**src/rtl/credit_tx_pkg.sv**
```systemverilog
// Shared types and helpers for the credit-based transmitter.
package credit_tx_pkg;

  // FSM encoding exposed on the state port; value 3 is never produced.
  typedef enum logic [1:0] {
    IDLE  = 2'd0,
    HOLD  = 2'd1,
    STALL = 2'd2
  } state_t;

  // Width needed to hold every count from 0 up to and including credits.
  function automatic int cw_for(input int credits);
    return $clog2(credits + 1);
  endfunction

endpackage

```
**src/rtl/credit_ctr.sv**
```systemverilog
// Saturating up/down credit counter. Starts full, counts down on each
// word sent, up on each returned credit, and flags a return that would
// push it past its maximum.
module credit_ctr #(
  parameter int CW  = 3,
  parameter int MAX = 4
) (
  input  logic          clk,
  input  logic          rst,
  input  logic          inc,
  input  logic          dec,
  output logic [CW-1:0] cnt,
  output logic          zero,
  output logic          ovf
);

  localparam logic [CW-1:0] MAX_C = CW'(MAX);

  logic [CW-1:0] cnt_q;
  logic          ovf_q;

  // Count update written in statement-form ++/-- on a scratch copy so the
  // register itself still updates with a single non-blocking assignment;
  // simultaneous inc and dec cancel, a return at MAX saturates and sets
  // the sticky overflow flag, and dec at zero is ignored.
  always_ff @(posedge clk or posedge rst) begin
    logic [CW-1:0] cnt_n;
    if (rst) begin
      cnt_q <= MAX_C;
      ovf_q <= 1'b0;
    end else begin
      cnt_n = cnt_q;
      if (inc && !dec) begin
        if (cnt_q == MAX_C) begin
          ovf_q <= 1'b1;
        end else begin
          cnt_n++;
        end
      end else if (dec && !inc && (cnt_q != '0)) begin
        cnt_n--;
      end
      cnt_q <= cnt_n;
    end
  end

  // Status derived straight from the registered count.
  always_comb begin
    cnt  = cnt_q;
    zero = (cnt_q == '0);
    ovf  = ovf_q;
  end

endmodule

```
**src/rtl/credit_tx.sv**
```systemverilog
// Transmit side of a credit-based link: one-entry holding register on a
// valid/ready input, words forwarded downstream only while credits remain.
module credit_tx
  import credit_tx_pkg::*;
#(
  parameter int WIDTH   = 8,
  parameter int CREDITS = 4,
  parameter int CW      = cw_for(CREDITS)
) (
  input  logic             clk,
  input  logic             rst,
  input  logic             in_valid,
  input  logic [WIDTH-1:0] in_data,
  output logic             in_ready,
  output logic             out_valid,
  output logic [WIDTH-1:0] out_data,
  input  logic             credit_ret,
  output logic [CW-1:0]    credit_cnt,
  output logic [1:0]       state,
  output logic             err_ovf
);

  logic             hold_full_q, hold_full_d;
  logic [WIDTH-1:0] hold_data_q, hold_data_d;
  logic             out_valid_q, out_valid_d;
  logic [WIDTH-1:0] out_data_q, out_data_d;
  state_t           state_q, state_d;

  logic [CW-1:0]    cnt;
  logic             cnt_zero;
  logic             send;
  logic             accept;
  logic             next_zero;

  credit_ctr #(
    .CW  (CW),
    .MAX (CREDITS)
  ) u_ctr (
    .clk  (clk),
    .rst  (rst),
    .inc  (credit_ret),
    .dec  (send),
    .cnt  (cnt),
    .zero (cnt_zero),
    .ovf  (err_ovf)
  );

  // Handshake and next-state: a send needs a held word and a registered
  // credit, so a credit returned this cycle only helps from the next edge.
  // The next count is zero only if nothing comes back and either the count
  // is already zero or the last credit is being spent right now.
  always_comb begin
    send        = hold_full_q && !cnt_zero;
    in_ready    = !hold_full_q || send;
    accept      = in_valid && in_ready;

    hold_full_d = hold_full_q;
    hold_data_d = hold_data_q;
    if (accept) begin
      hold_full_d = 1'b1;
      hold_data_d = in_data;
    end else if (send) begin
      hold_full_d = 1'b0;
    end

    out_valid_d = send;
    out_data_d  = send ? hold_data_q : out_data_q;

    if (credit_ret) begin
      next_zero = 1'b0;
    end else if (send) begin
      next_zero = (cnt == CW'(1));
    end else begin
      next_zero = cnt_zero;
    end

    if (!hold_full_d) begin
      state_d = IDLE;
    end else if (next_zero) begin
      state_d = STALL;
    end else begin
      state_d = HOLD;
    end
  end

  // All holding, output and FSM registers; reset drops any held word and
  // any in-flight output pulse immediately.
  always_ff @(posedge clk or posedge rst) begin
    if (rst) begin
      hold_full_q <= 1'b0;
      hold_data_q <= '0;
      out_valid_q <= 1'b0;
      out_data_q  <= '0;
      state_q     <= IDLE;
    end else begin
      hold_full_q <= hold_full_d;
      hold_data_q <= hold_data_d;
      out_valid_q <= out_valid_d;
      out_data_q  <= out_data_d;
      state_q     <= state_d;
    end
  end

  // Output view of the registers; the unused encoding reads back as IDLE.
  always_comb begin
    out_valid  = out_valid_q;
    out_data   = out_data_q;
    credit_cnt = cnt;
    case (state_q)
      HOLD:    state = 2'd1;
      STALL:   state = 2'd2;
      default: state = 2'd0;
    endcase
  end

endmodule

```
**config.mk**
```make
export PLATFORM = sky130hd
export DESIGN_NAME = credit_tx
export DESIGN_NICKNAME = d
export VERILOG_FILES = /design/src/rtl/credit_tx_pkg.sv /design/src/rtl/credit_ctr.sv /design/src/rtl/credit_tx.sv
export SDC_FILE = /design/constraint.sdc
export NUM_CORES = 1
export LEC_CHECK = 0
export CAP_MARGIN = 5
export CORE_UTILIZATION = 37
export CTS_CLUSTER_DIAMETER = 150
export CTS_CLUSTER_SIZE = 30
export DETAILED_ROUTE_END_ITERATION = 10
export MAX_ROUTING_LAYER = met4
export PLACE_DENSITY = 0.72
export SYNTH_ARGS = -nofsm -noshare
export SYNTH_HDL_FRONTEND = slang
export SYNTH_HIERARCHICAL = 1
export SYNTH_SLANG_ARGS = --single-unit
```
**constraint.sdc**
```tcl
create_clock -name clk -period 2.4 [get_ports clk]
set_clock_uncertainty 0.15 [all_clocks]
set_input_delay 0.48 -clock clk [delete_from_list [all_inputs] [get_ports clk]]
set_output_delay 0.48 -clock clk [all_outputs]
set_load 0.05 [all_outputs]
```
==> summary.txt, run 1 <==
STATUS
--------------------------------------------------------------------------------------------------
Status                                                                                finished clean

GLOBAL ROUTE
--------------------------------------------------------------------------------------------------
Total overflow reported by the global router                                                     0
Antenna violations before repair                                                                 0
Met2 track demand over resource                                                              23.1%
Total global routing track utilization                                                       14.0%
Largest net degree at the start of global routing                                               21
Wire length of the first global-routing pass                                               3290 um
Global routing's busiest layer                                                                met2
Global-route met3 utilization                                                                3.00%
Via count of the first global-routing pass                                                     746
Met1 Resource Use GR                                                                         17.0%

FLOORPLANNING
--------------------------------------------------------------------------------------------------
Ports                                                                                           28
Height of the die                                                                          56.3 um
Area of the die                                                                       0.00317 sq mm
Die span in x                                                                              56.3 um
Std-Cell Core Area                                                                    0.00278 sq mm
Initial Utilization                                                                          39.2%
Std cell rows                                                                                   19

CRITICAL PATH
--------------------------------------------------------------------------------------------------
CP delay by family, top                                                               buffers and inverters
Delay of the slowest cell on the worst path                                                0.83 ns
Worst reg-to-reg setup slack                                                               0.14 ns
Beginning of the worst register-to-register path                                      u_ctr/cnt[1]
Type of origin of the critical path                                                           flop
Worst reg2reg endpoint                                                                u_ctr/cnt[2]
Data required time at the worst endpoint                                                   1.77 ns
Data arrival time of the critical path                                                     1.64 ns
Buffering stage count on the worst path with inverters included                                  1
Type of the worst setup path                                                          flop to output port
Critical path cell sequence                                                           clkdlybuf4s50_1
Worst setup EP type                                                                    output port
Master of the slowest instance on the critical path                                   sky130_fd_sc_hd__clkdlybuf4s50_1
Worst reg2reg path depth                                                                         8
Maximum fanout along the worst path                                                              8

TIMING
--------------------------------------------------------------------------------------------------
Peak Freq                                                                                0.441 GHz
Slew headroom                                                                                66.2%
Period minus WS final                                                                      2.27 ns
Setup-failing EPs final                                                                          0
Final period utilization                                                                     94.5%
Final slew viol count                                                                            0
Hold Vio Cnt, Final                                                                              0
Final worst-path setup slack                                                              0.131 ns
Setup repair after global routing missed its margin                                          false
Worst-margin pin slew                                                                     0.505 ns
Final sum of negative setup slack                                                             0 ns

FINISH
--------------------------------------------------------------------------------------------------
Ratio of cells with drive above 1 in the final layout                                        33.0%
Layout Area Growth over Synthesis                                                            35.3%
Post-layout util                                                                             53.1%
Number of diodes                                                                                 0
Area taken by flip-flops and latches                                                     607 sq um
Multi-input gate area in the final layout                                                474 sq um
Fill cell count                                                                                240
Nets                                                                                           126

POWER
--------------------------------------------------------------------------------------------------
Share of total power consumed by net switching                                               44.8%
Peak supply drop                                                                         0.00100 V
Combinational share of power                                                                 57.2%
Pwr per Cell Area                                                                     1470 mW/mm^2
Internal Power                                                                             1.20 mW
P_sw                                                                                        975 uW
Share of power burned in the clock network                                                    9.5%
Lkg Pwr                                                                                   0.641 nW
Register share of total power                                                                33.4%

SYNTHESIS
--------------------------------------------------------------------------------------------------
Number of warning messages in the yosys log                                                      6
Cell area after synthesis                                                             0.00109 sq mm
Average cell area after synthesis                                                       14.0 sq um
Netlist cell types                                                                              29
Syn nets                                                                                        91
Cell count after synthesis                                                                      78
Seq/Total Area, Yosys                                                                        55.2%
Cell types occupying the most area after synthesis                                    sky130_fd_sc_hd__dfrtp_1 53%, sky130_fd_sc_hd__mux2_4 11%, sky130_fd_sc_hd__mux2_2 8.3%
Synth top area share                                                                         52.8%
Post-synthesis sequential element count                                                         24
Leading area contributor after synthesis                                              sky130_fd_sc_hd__dfrtp_1

HOLD PATH
--------------------------------------------------------------------------------------------------
Path category of the worst min-delay check                                            input port to async pin

CLOCK NETWORK
--------------------------------------------------------------------------------------------------
Hold Buf Count CTS                                                                               0
Inserted Clock Buffers                                                                           3
Later-pin clock latency in the skew report                                                 0.31 ns
Clock transition time at the flip-flop clock pins of the worst setup and hold paths        0.13 ns
Level count of the clock H-tree                                                                  1
Clk buf depth                                                                                    2
CTS tree                                                                                       yes
CTS root buf                                                                          sky130_fd_sc_hd__clkbuf_4
Count of clock tree sinks                                                                       24

RUN
--------------------------------------------------------------------------------------------------
Max cap viols                                                                                    0

PLACEMENT
--------------------------------------------------------------------------------------------------
Buffers added on ports                                                                          27
Placer Congestion                                                                            0.863
Pre-CTS WS                                                                               0.0483 ns
Detailed-placement wirelength estimate                                                     1430 um

DETAILED ROUTING
--------------------------------------------------------------------------------------------------
Routed length per instance                                                                 14.0 um
Count of routing violations after the opening detailed-route iteration                           3
Post-route antenna net violation count                                                           0
Average vias per placed instance                                                              5.13
Drt first pass iters                                                                             4
Via Count                                                                                      734
DRT Wirelength                                                                             2000 um
Total DRC errors in the routed layout                                                            0

how the worst max path moves through the flow:
stage / start / end / slack (ns) / cells past startpoint
2_1_floorplan: u_ctr/cnt[0] / u_ctr/cnt[2] / 0.008 / 9
5_1_grt: u_ctr/cnt[1] / u_ctr/cnt[2] / 0.02 / 8
6_report: u_ctr/cnt[0] / credit_cnt[0] / 0.13 / 1
3_3_place_gp: u_ctr/cnt[0] / u_ctr/cnt[1] / 0.16 / 8
3_5_place_dp: u_ctr/cnt[0] / u_ctr/cnt[1] / 0.05 / 8
4_1_cts: u_ctr/cnt[0] / u_ctr/cnt[2] / 0.04 / 8
power by group through the flow:
stage | sequential, mW | clock, mW | combinational (mW)
floorplan | 1.10 | 0 | 0.521
global placement | 0.725 | 0 | 1.22
detailed placement | 0.737 | 0 | 1.23
CTS | 0.729 | 0.220 | 1.24
global route | 0.750 | 0.234 | 1.31
finish | 0.726 | 0.206 | 1.24
final cells by class:
cell class | count | share of cell area [%]
sequential | 24 | 41.1
multi-input combinational | 47 | 32.1
inverter | 6 | 1.69
clock buffer | 4 | 2.46
tap | 31 | 2.63
timing repair buffer | 31 | 20.0
what timing repair did:
item                                    CTS  global route
gates resized for setup                   0             0
setup buffers                             0             1
endpoints found under the setup margin    0             2
per-layer routing:
layer / wire, um / part of all wire, % / up-vias
met4: 0 / 0 / 0
met1: 917 / 46 / 369
met5: 0 / 0 / -
met3: 88 / 4.4 / 0
met2: 997 / 50 / 23
li1: - / - / 342
cell usage in the layout, fill, tap and decap left out, types with 2 or more instances in the layout:
| cell type | n |
|---|---|
| sky130_fd_sc_hd__nor2b_1 | 3 |
| sky130_fd_sc_hd__clkbuf_4 | 3 |
| sky130_fd_sc_hd__a211oi_1 | 2 |
| sky130_fd_sc_hd__inv_1 | 5 |
| sky130_fd_sc_hd__clkdlybuf4s50_1 | 25 |
| sky130_fd_sc_hd__nand2_1 | 2 |
| sky130_fd_sc_hd__nor2_1 | 2 |
| sky130_fd_sc_hd__a221oi_1 | 2 |
| sky130_fd_sc_hd__buf_4 | 6 |
| sky130_fd_sc_hd__dfrtp_1 | 21 |
| sky130_fd_sc_hd__mux2_4 | 8 |
| sky130_fd_sc_hd__mux2_2 | 8 |
| sky130_fd_sc_hd__and4bb_2 | 2 |
cell families (layout without fill, tap and decap cells):
family	after synthesis	in the layout	synth area share, %
xor gates and xnor gates	2	2	1.61
adders and majority gates	1	1	1.83
and+or+nand+nor	16	16	9.63
AOI/OAI and AO/OA	12	12	9.40
DFF	24	24	55.2
buffers and inverters	7	41	3.10
muxes	16	16	19.3
cells in the mapped netlist:
master / number
sky130_fd_sc_hd__nand3b_1: 1
sky130_fd_sc_hd__nor2b_1: 3
sky130_fd_sc_hd__dfstp_2: 1
sky130_fd_sc_hd__a31o_2: 1
sky130_fd_sc_hd__a221oi_1: 2
sky130_fd_sc_hd__xnor2_1: 1
sky130_fd_sc_hd__mux2_2: 8
sky130_fd_sc_hd__fa_1: 1
sky130_fd_sc_hd__nand2_1: 2
sky130_fd_sc_hd__mux2_4: 8
sky130_fd_sc_hd__dfrtp_1: 23
sky130_fd_sc_hd__nor3_1: 1
sky130_fd_sc_hd__buf_6: 1
sky130_fd_sc_hd__o21ai_0: 1
sky130_fd_sc_hd__and4bb_2: 2
sky130_fd_sc_hd__or2b_1: 1
sky130_fd_sc_hd__a21boi_4: 1
sky130_fd_sc_hd__a211oi_1: 2
sky130_fd_sc_hd__xor2_1: 1
sky130_fd_sc_hd__nor2b_2: 1
sky130_fd_sc_hd__nand3_1: 1
sky130_fd_sc_hd__inv_1: 6
sky130_fd_sc_hd__o211ai_1: 1
sky130_fd_sc_hd__o2bb2ai_1: 1
sky130_fd_sc_hd__nor2_1: 2
sky130_fd_sc_hd__o22ai_1: 1
sky130_fd_sc_hd__nand2b_1: 2
sky130_fd_sc_hd__a21o_1: 1
sky130_fd_sc_hd__o21a_1: 1
state kept, by name (all words and copies together) (netlist names):
name         count
u_ctr/cnt        3
hold_data_q      8
hold_full_q      1
u_ctr/ovf        1
out_data         8
out_valid        1
state_q          2
stage by stage:
step	hold WS, ns	instances	power (mW)	area (sq um)
3_3_place_gp	0.316	138	1.94	1430
5_1_grt	0.210	143	2.30	1480
4_1_cts	0.217	142	2.19	1470
3_5_place_dp	0.320	138	1.97	1430
6_report	0.228	143	2.18	1480
2_1_floorplan	0.0953	78	1.62	1120
No activity file was read; power rests on OpenSTA's default activity.
==> run 2, diff against run 1 <==
--- a/config.mk
+++ b/config.mk
@@ -6,6 +6,7 @@
 export NUM_CORES = 1
 export LEC_CHECK = 0
 export CAP_MARGIN = 5
+export CORE_MARGIN = 2
 export CORE_UTILIZATION = 37
 export CTS_CLUSTER_DIAMETER = 150
 export CTS_CLUSTER_SIZE = 30
==> summary.txt, run 2 (synthesis results as in run 1) <==
PLACEMENT
--------------------------------------------------------------------------------------------------
Placer Congestion                                                                            0.853
Detailed-placement wirelength estimate                                                     1450 um
Buffers added on ports                                                                          27

STATUS
--------------------------------------------------------------------------------------------------
Status                                                                                finished clean

TIMING
--------------------------------------------------------------------------------------------------
Hold Vio Cnt, Final                                                                              0
Final period utilization                                                                     95.1%
Slew headroom                                                                                66.2%
Final sum of negative setup slack                                                             0 ns
Setup repair after global routing missed its margin                                          false
Peak Freq                                                                                0.438 GHz
Worst-margin pin slew                                                                     0.505 ns
Setup-failing EPs final                                                                          0
Final slew viol count                                                                            0
Period minus WS final                                                                      2.28 ns

CRITICAL PATH
--------------------------------------------------------------------------------------------------
Critical path cell sequence                                                           clkdlybuf4s50_1
Worst setup EP type                                                                    output port
Type of origin of the critical path                                                           flop
CP delay by family, top                                                               buffers and inverters
Worst reg2reg path depth                                                                         8
Worst reg-to-reg setup slack                                                               0.18 ns
Master of the slowest instance on the critical path                                   sky130_fd_sc_hd__clkdlybuf4s50_1
Data required time at the worst endpoint                                                   1.77 ns
Data arrival time of the critical path                                                     1.65 ns
Buffering stage count on the worst path with inverters included                                  1
Maximum fanout along the worst path                                                              8
Type of the worst setup path                                                          flop to output port
Delay of the slowest cell on the worst path                                                0.83 ns
Instance count on the critical path                                                              1

POWER
--------------------------------------------------------------------------------------------------
Pwr per Cell Area                                                                     1520 mW/mm^2
Lkg Pwr                                                                                   0.648 nW
Total power of the final layout                                                            2.27 mW
Peak supply drop                                                                         0.00104 V

CLOCK NETWORK
--------------------------------------------------------------------------------------------------
CTS root buf                                                                          sky130_fd_sc_hd__clkbuf_4
Count of clock tree sinks                                                                       24
Clk buf depth                                                                                    2
Clock transition time at the flip-flop clock pins of the worst setup and hold paths        0.14 ns
Level count of the clock H-tree                                                                  1
Post-CTS sizing                                                                                  0
CTS tree                                                                                       yes
Inserted Clock Buffers                                                                           3
Later-pin clock latency in the skew report                                                 0.32 ns

FINISH
--------------------------------------------------------------------------------------------------
Ratio of cells with drive above 1 in the final layout                                        33.0%
Nets                                                                                           126
Number of diodes                                                                                 0
Most frequent cells in the layout                                                     25 x sky130_fd_sc_hd__clkdlybuf4s50_1, 21 x sky130_fd_sc_hd__dfrtp_1, 8 x sky130_fd_sc_hd__mux2_4, 8 x sky130_fd_sc_hd__mux2_2, 6 x sky130_fd_sc_hd__buf_4
Layout Area Growth over Synthesis                                                            36.8%
Most common library cell in the layout ignoring fill and taps                         sky130_fd_sc_hd__clkdlybuf4s50_1

FLOORPLANNING
--------------------------------------------------------------------------------------------------
Std cell rows                                                                                   19
Die span in x                                                                              58.3 um
Initial Utilization                                                                          39.2%
Height of the die                                                                          58.3 um
Std-Cell Core Area                                                                    0.00278 sq mm
Ports                                                                                           28
Area of the die                                                                       0.00340 sq mm

HOLD PATH
--------------------------------------------------------------------------------------------------
Path category of the worst min-delay check                                            input port to async pin

GLOBAL ROUTE
--------------------------------------------------------------------------------------------------
Total global routing track utilization                                                       13.8%
Total overflow reported by the global router                                                     0
Wire length of the first global-routing pass                                               3460 um
Largest net degree at the start of global routing                                               21
Via count of the first global-routing pass                                                     776
Antenna violations before repair                                                                 0

DETAILED ROUTING
--------------------------------------------------------------------------------------------------
Via Count                                                                                      725
Routed length per instance                                                                 14.1 um
Average vias per placed instance                                                              5.07
Drt first pass iters                                                                             4
Total DRC errors in the routed layout                                                            0
DRT Wirelength                                                                             2020 um
Post-route antenna net violation count                                                           0
Count of routing violations after the opening detailed-route iteration                          14

RUN
--------------------------------------------------------------------------------------------------
Max cap viols                                                                                    0

-- run 2: metrics by stage --
| step | hold WS [ns] | instances | area (sq um) | setup slack, ns | util [%] |
|---|---|---|---|---|---|
| 4_1_cts | 0.207 | 142 | 1490 | 0.0154 | 53.4 |
| 3_3_place_gp | 0.313 | 138 | 1430 | 0.174 | 51.5 |
| 2_1_floorplan | 0.0953 | 78 | 1120 | 0.00798 | - |
| 6_report | 0.210 | 143 | 1490 | 0.117 | 53.7 |
| 3_5_place_dp | 0.315 | 138 | 1430 | 0.0378 | 51.5 |
| 5_1_grt | 0.195 | 143 | 1490 | 0.0475 | 53.7 |
-- run 2: power by group --
group	total [mW]	leakage (nW)	switching (mW)	internal, mW
clock network	0.293	0.0279	0.124	0.169
logic	1.25	0.343	0.719	0.532
registers	0.723	0.277	0.145	0.578
-- run 2: final cells by class --
cell class	instances	area (sq um)
well taps	31	38.8
clock inverters	1	30.0
multi-input cells	47	474
fillers	246	1290
clock buffers	3	22.5
inverters	6	25.0
repair buffers	31	295
flip-flops and latches	24	607
-- run 2: what timing repair did --
action                                  CTS  global route
setup buffers                             0             1
hold buffers                              0             0
endpoints found under the setup margin    0             2
-- run 2: path summary, 6_finish.rpt --
kind / from / end
hold / removal: rst / u_ctr/ovf
max in group asynchronous: rst / out_data[7]
hold reg to reg: u_ctr/ovf / u_ctr/ovf
setup / recovery: u_ctr/cnt[0] / credit_cnt[0]
setup reg to reg: u_ctr/cnt[1] / u_ctr/cnt[2]
min in group clk: u_ctr/ovf / u_ctr/ovf
-- run 2: routing by layer --
metal / up-vias / wire length, um / GRT usage, %
li1: 343 / - / -
met1: 354 / 959 / 18.1
met2: 28 / 949 / 21.0
met3: 0 / 112 / 2.86
met4: 0 / 0 / 4.98
met5: - / 0 / -
